[config.mk]
export PLATFORM = sky130hd
export DESIGN_NAME = mem_lsu
export DESIGN_NICKNAME = d
export VERILOG_FILES = /design/src/rtl/mem_lsu_pkg.sv /design/src/rtl/mem_lsu_load_align.sv /design/src/rtl/mem_lsu.sv
export SDC_FILE = /design/constraint.sdc
export NUM_CORES = 1
export LEC_CHECK = 0
export ABC_AREA = 1
export CAP_MARGIN = 20
export CORE_MARGIN = 2
export CORE_UTILIZATION = 46
export CTS_CLUSTER_DIAMETER = 80
export DETAILED_ROUTE_END_ITERATION = 12
export MAX_ROUTING_LAYER = met4
export PLACE_DENSITY = 0.93
export SLEW_MARGIN = 20
export SYNTH_ARGS = -nofsm -noshare
export SYNTH_HDL_FRONTEND = slang
export SYNTH_HIERARCHICAL = 1
export SYNTH_SLANG_ARGS = --single-unit
export TNS_END_PERCENT = 5
[constraint.sdc]
create_clock -name clk_i -period 1.85 [get_ports clk_i]
set_clock_uncertainty 0.2 [all_clocks]
set_input_delay 0.37 -clock clk_i [delete_from_list [all_inputs] [get_ports clk_i]]
set_output_delay 0.37 -clock clk_i [all_outputs]
set_load 0.005 [all_outputs]
[src/rtl/mem_lsu_pkg.sv]
// Shared definitions for the load/store unit: write-flag codes, access size
// codes, FSM state encodings and the small lane/strobe helper functions.
package mem_lsu_pkg;

  // Direction of a latched access
  localparam logic WE_LOAD  = 1'b0;
  localparam logic WE_STORE = 1'b1;

  // Access size codes; 2'b11 is not a legal size
  localparam logic [1:0] SZ_B = 2'b00;
  localparam logic [1:0] SZ_H = 2'b01;
  localparam logic [1:0] SZ_W = 2'b10;

  // Load/store FSM states
  typedef enum logic [1:0] {
    ST_IDLE = 2'b00,
    ST_WAIT = 2'b01,
    ST_DONE = 2'b10
  } lsu_state_e;

  // True when the size is legal and the address is naturally aligned for it
  function automatic logic lsu_access_ok(input logic [1:0] size, input logic [1:0] lane);
    logic ok;
    case (size)
      SZ_B:    ok = 1'b1;
      SZ_H:    ok = ~lane[0];
      SZ_W:    ok = (lane == 2'b00);
      default: ok = 1'b0;
    endcase
    return ok;
  endfunction

  // Byte-lane write enables for a store of the given size at the given lane
  function automatic logic [3:0] lsu_wstrb(input logic [1:0] size, input logic [1:0] lane);
    logic [3:0] strb;
    case (size)
      SZ_B:    strb = 4'b0001 << lane;
      SZ_H:    strb = lane[1] ? 4'b1100 : 4'b0011;
      default: strb = 4'b1111;
    endcase
    return strb;
  endfunction

  // Store data replicated so the addressed lanes carry the operand
  function automatic logic [31:0] lsu_wdata(input logic [1:0] size, input logic [31:0] data);
    logic [31:0] wd;
    case (size)
      SZ_B:    wd = {4{data[7:0]}};
      SZ_H:    wd = {2{data[15:0]}};
      default: wd = data;
    endcase
    return wd;
  endfunction

endpackage

[src/rtl/mem_lsu_load_align.sv]
// Picks the addressed byte/half out of the raw RAM word and sign- or
// zero-extends it to 32 bits for write-back.
module lsu_load_align
  import mem_lsu_pkg::*;
(
  input  logic [31:0] i_rdata,
  input  logic [1:0]  i_lane,
  input  logic [1:0]  i_size,
  input  logic        i_unsigned,
  output logic [31:0] o_data
);

  logic [7:0]  w_byte;
  logic [15:0] w_half;

  // Lane select followed by extension according to size and signedness
  always_comb begin
    w_byte = i_rdata[{i_lane, 3'b000} +: 8];
    w_half = i_lane[1] ? i_rdata[31:16] : i_rdata[15:0];
    case (i_size)
      SZ_B:    o_data = {{24{w_byte[7] & ~i_unsigned}}, w_byte};
      SZ_H:    o_data = {{16{w_half[15] & ~i_unsigned}}, w_half};
      default: o_data = i_rdata;
    endcase
  end

endmodule

[src/rtl/mem_lsu.sv]
// MEM-stage load/store unit. Accepts one access from EX/MEM, issues a single
// request to the data RAM, waits for ack (or gives up after TIMEOUT cycles),
// and presents aligned load data for write-back while stalling the pipeline.
module mem_lsu
  import mem_lsu_pkg::*;
#(
  parameter int TIMEOUT = 255
) (
  input  logic        clk_i,
  input  logic        rst_n_i,
  input  logic        valid_i,
  input  logic        mem_re_i,
  input  logic        mem_we_i,
  input  logic [1:0]  mem_size_i,
  input  logic        mem_unsigned_i,
  input  logic [31:0] alu_c_i,
  input  logic [31:0] rs2_data_i,
  output logic        bus_req_o,
  output logic        bus_we_o,
  output logic [31:0] bus_addr_o,
  output logic [31:0] bus_wdata_o,
  output logic [3:0]  bus_wstrb_o,
  input  logic        bus_ack_i,
  input  logic [31:0] bus_rdata_i,
  output logic [31:0] dram_rdata_o,
  output logic        stall_o,
  output logic        misalign_o,
  output logic        err_o
);

  // Counter value seen in the last WAIT cycle before the access is abandoned
  localparam logic [7:0] LP_LAST_WAIT = 8'(TIMEOUT - 1);

  lsu_state_e  r_state;
  lsu_state_e  w_next;

  logic [31:0] r_addr;
  logic [31:0] r_wdata;
  logic [3:0]  r_wstrb;
  logic        r_we;
  logic [1:0]  r_size;
  logic [1:0]  r_lane;
  logic        r_unsigned;
  logic [7:0]  r_cnt;
  logic        r_err;
  logic [31:0] r_rdata;

  logic        w_access;
  logic        w_ok;
  logic        w_start;
  logic        w_misalign;
  logic        w_in_wait;
  logic        w_timeout;
  logic [31:0] w_load_data;

  // Reset is folded in so the combinational flags read zero while held in reset
  assign w_access   = rst_n_i & valid_i & (mem_re_i | mem_we_i);
  assign w_ok       = lsu_access_ok(mem_size_i, alu_c_i[1:0]);
  assign w_start    = (r_state == ST_IDLE) & w_access & w_ok;
  assign w_misalign = (r_state == ST_IDLE) & w_access & ~w_ok;
  assign w_in_wait  = (r_state == ST_WAIT);
  assign w_timeout  = w_in_wait & ~bus_ack_i & (r_cnt == LP_LAST_WAIT);

  // State register
  always_ff @(posedge clk_i or negedge rst_n_i) begin
    if (!rst_n_i) r_state <= ST_IDLE;
    else          r_state <= w_next;
  end

  // Next-state: start an access, wait for ack or timeout, spend one cycle in DONE
  always_comb begin
    w_next = r_state;
    case (r_state)
      ST_IDLE: if (w_start) w_next = ST_WAIT;
      ST_WAIT: if (bus_ack_i || w_timeout) w_next = ST_DONE;
      ST_DONE: w_next = ST_IDLE;
      default: w_next = ST_IDLE;
    endcase
  end

  // FSM outputs: request only in WAIT, stall from the start cycle through WAIT
  always_comb begin
    bus_req_o  = w_in_wait;
    stall_o    = w_start | w_in_wait;
    misalign_o = w_misalign;
  end

  // Latch the access on start so the bus sees stable values through WAIT
  always_ff @(posedge clk_i or negedge rst_n_i) begin
    if (!rst_n_i) begin
      r_addr     <= '0;
      r_wdata    <= '0;
      r_wstrb    <= '0;
      r_we       <= WE_LOAD;
      r_size     <= SZ_B;
      r_lane     <= '0;
      r_unsigned <= 1'b0;
    end else if (w_start) begin
      r_addr     <= {alu_c_i[31:2], 2'b00};
      r_wdata    <= lsu_wdata(mem_size_i, rs2_data_i);
      r_wstrb    <= mem_we_i ? lsu_wstrb(mem_size_i, alu_c_i[1:0]) : 4'b0000;
      r_we       <= mem_we_i ? WE_STORE : WE_LOAD;
      r_size     <= mem_size_i;
      r_lane     <= alu_c_i[1:0];
      r_unsigned <= mem_unsigned_i;
    end
  end

  // WAIT-cycle counter, cleared whenever the FSM is not waiting
  always_ff @(posedge clk_i or negedge rst_n_i) begin
    if (!rst_n_i)                                   r_cnt <= '0;
    else if (w_in_wait && !bus_ack_i && !w_timeout) r_cnt <= r_cnt + 8'd1;
    else                                            r_cnt <= '0;
  end

  // Timeout pulse and load result; stores leave the held load data untouched
  always_ff @(posedge clk_i or negedge rst_n_i) begin
    if (!rst_n_i) begin
      r_err   <= 1'b0;
      r_rdata <= '0;
    end else begin
      r_err <= w_timeout;
      if (w_in_wait && (r_we == WE_LOAD)) begin
        if (bus_ack_i)      r_rdata <= w_load_data;
        else if (w_timeout) r_rdata <= '0;
      end
    end
  end

  lsu_load_align u_align (
    .i_rdata    (bus_rdata_i),
    .i_lane     (r_lane),
    .i_size     (r_size),
    .i_unsigned (r_unsigned),
    .o_data     (w_load_data)
  );

  assign bus_we_o     = r_we;
  assign bus_addr_o   = r_addr;
  assign bus_wdata_o  = r_wdata;
  assign bus_wstrb_o  = r_wstrb;
  assign dram_rdata_o = r_rdata;
  assign err_o        = r_err;

endmodule

==> results.cfg <==
[run_status]
outcome = finished, violations left
violations = negative setup slack

[synthesis]
async_flop_share = 1.00
synth_edf_count = 0
synth.most_common_cell = nand2_1
synthFlopType = dfrtp_1
netlist_area_um2 = 5930
synth_common_cells = 427 x nand2_1, 115 x dfrtp_1, 61 x nand3_1
yosys.area_share.simple = 0.411
yosys_register_bits = 115
synthCells = 773
synth_cell_types = 35
synthMuxAreaShare = 0
synth_top_family_by_area = simple AND/OR/NAND/NOR gates
synth_top_cell_area_share = 0.485
synthTopCellsByArea = dfrtp_1 49%, nand2_1 27%, nand3_1 5.1%
postSynthAreaPerCell_um2 = 7.67
synth_compound_area_frac = 0.0260
synthAdderAreaFrac = 0.00422
seq_area_frac_synth = 0.485
ys_warn_count = 6
synth_xor_area_frac = 0.00148
yosys.area.top_type = dfrtp_1

[routing]
viasPerCell = 5.16
ant_nets = 0
drc_errors = 0
drt_wl_total_um = 18100
dr.pass1.iters = 8
wl_per_cell_um = 15.2
vias = 6105
drt_iter0_markers = 529

[clock_tree]
clockBufferDepth = 2
numCtsBuffers = 17
cts-root-buf = clkbuf_16
cts_tree = built
htreeDepth = 4
cts_sinks = 115
clk_latency_ns = 0.41
path_clk_slew_ns = 0.05

[floorplan]
die_area_um2 = 13800
fp-row-count = 41
io_pins = 210
die_w_um = 118
core-area_um2 = 12600
die_h_um = 118
initial_utilization = 0.470

[pwr]
p_per_area_nw_per_um2 = 1190
ir_drop_mv = 0.574
p_leak_nw = 5.04

[hold_path]
hold_path_startpoint = alu_c_i[0]
worstHoldEndpoint = r_lane[0]$_DFFE_PN0P_
holdPathStages = 4
hold_path_class = in -> reg

[critical_path]
criticalPathCategory = reg -> out
critPathMaxFanout = 2
r2r_cells = 9
cp_slowest_stage_delay_ns = 0.40
arrival_ns = 1.40
cpMaxStageDelayCell = dfrtp_1
crit_path_end_kind = output port
timing.rr.start = r_state[1]$_DFFE_PN0P_
path_common_cell = nor2_2
crit_chain = nor2_2 > buf_4 > nand2_2 > nor2_2 > buf_2
critical_path.startpoint_type = register
rrSetupSlack_ns = 0.01
timing.rr.end = bus_addr_o[5]$_DFFE_PN0P_
worstPathRequired_ns = 1.28

[timing]
slew_headroom = 0.562
finalSetupViolCount = 2
rsz0062_at_grt = true
finalCriticalPeriod_ns = 1.97
finalCritPeriodShare = 1.06
max_freq_mhz = 509
worstMarginPinSlew_ns = 0.656
drv_slew = 0
hold_violations = 0
setup_slack_ns = -0.115

[place]
port_buffers = 207
gp_congestion = 0.891
dpl.cell_count = 1146
place_area_um2 = 8250
dp_hpwl_um = 12600

[finish]
syn_to_final_growth_pct = 50.1
stdcell_count = 1184
fin_area_um2 = 8900
final_layout_size_suffix_gt1_frac = 0.134
fin_nets = 1104

[grt]
grt_pass1_vias = 6122
overflow = 0
grt_max_degree = 73
grt_pass1_wl_um = 29600
grt_antenna_before_repair = 2
grt_use_total = 0.278

[job]
cap_violations = 0
==> logic make-up (layout without fill, tap and decap cells) <==
logic type | Yosys count | after routing
AND/OR/NAND/NOR | 561 | 561
AO/OA/AOI/OAI | 26 | 26
other | 1 | 4
flip-flops | 115 | 115
buffers and inverters | 67 | 303
adder cells (fa/ha/maj) | 2 | 2
XOR/XNOR | 1 | 1
==> worst max-delay path by stage <==
| stage | slack, ns | depth (start not counted) | startpoint | end |
|---|---|---|---|---|
| finish | -0.12 | 5 | r_state[1]$_DFFE_PN0P_ | misalign_o |
| global route | -0.16 | 6 | r_state[1]$_DFFE_PN0P_ | stall_o |
| CTS | -0.07 | 6 | r_state[0]$_DFFE_PN0P_ | stall_o |
| detailed placement | -0.56 | 7 | mem_size_i[1] | stall_o |
| global placement | -0.52 | 7 | mem_size_i[1] | stall_o |
| floorplan | 0.16 | 8 | mem_size_i[1] | stall_o |
==> power by group <==
part	switching [mW]	internal, mW
Sequential	0.470	3.28
Clock	1.14	2.43
Combinational	1.65	1.66
Total	3.26	7.37
==> cell type report <==
class | instances | area [um^2]
fillers | 995 | 3720
flip-flops and latches | 115 | 2880
multi-input cells | 592 | 2670
repair buffers | 248 | 2390
clock buffers | 24 | 502
well taps | 172 | 215
clock inverters | 8 | 146
inverters | 23 | 96.3
diodes | 2 | 5.00
==> through the flow <==
stage	worst slack, ns	TNS [ns]	power [mW]	utilization	hold slack (ns)
floorplan	0.159	0	5.29	-	-0.126
global placement	-0.518	-23.88	7.33	0.653	0.253
detailed placement	-0.556	-29.15	7.49	0.653	0.257
CTS	-0.0691	-0.0691	10.7	0.699	0.226
global route	-0.164	-1.28	11.2	0.705	0.274
finish	-0.115	-0.191	10.6	0.705	0.241
==> worst max-delay path, delay by kind of cell (launching register included) <==
family | cells | cell delay, ns
buffers and inverters | 2 | 0.26
AND/OR/NAND/NOR | 3 | 0.33
flip-flops | 1 | 0.40
==> cells in the final DEF (no fill, tap or decap), types with 2 or more instances in the layout <==
cell and count:
nand2_1 423, dfrtp_1 115, clkdlybuf4s50_1 98, dlygate4sd2_1 84, nand3_1 61, buf_4 34, dlymetal6s2s_1 21, nand3_2 18
inv_1 17, clkbuf_16 17, nand2_2 15, nor2_1 12, a21oi_1 8, o21ai_0 8, o211ai_1 7, nor2_4 6
buf_12 6, nor2_2 5, clkbuf_8 5, inv_2 4, bufinv_16 4, nor3_1 3, buf_2 3, and2_4 3
or2_1 3, and2_0 3, or2_2 3, diode_2 2, o21ai_2 2, ha_1 2, conb_1 2, clkinv_2 2
clkbuf_1 2, nand2_4 2
==> routing by layer <==
layer  global-route usage  share of wire  vias to the layer above
li1                     -              -                     2857
met1                0.318           0.38                     2848
met2                0.445           0.49                      337
met3               0.0809          0.092                       63
met4                0.145          0.038                        0
met5                    -              0                        -
==> state kept, by name, indices dropped and copies added, names as in the netlist, 2 cells and up <==
register,cells
bus_wstrb_o,4
r_size,2
dram_rdata_o,32
r_lane,2
r_state,2
bus_wdata_o,32
bus_addr_o,30
r_cnt,8
==> what timing repair did <==
action	CTS	global route
pin swaps	7	5
gates resized for setup	102	26
hold endpoints to repair	43	0
hold buffers	1	0
setup buffers	2	1
endpoints found under the setup margin	91	111
Note: power is estimated with default switching activity, not from simulation.
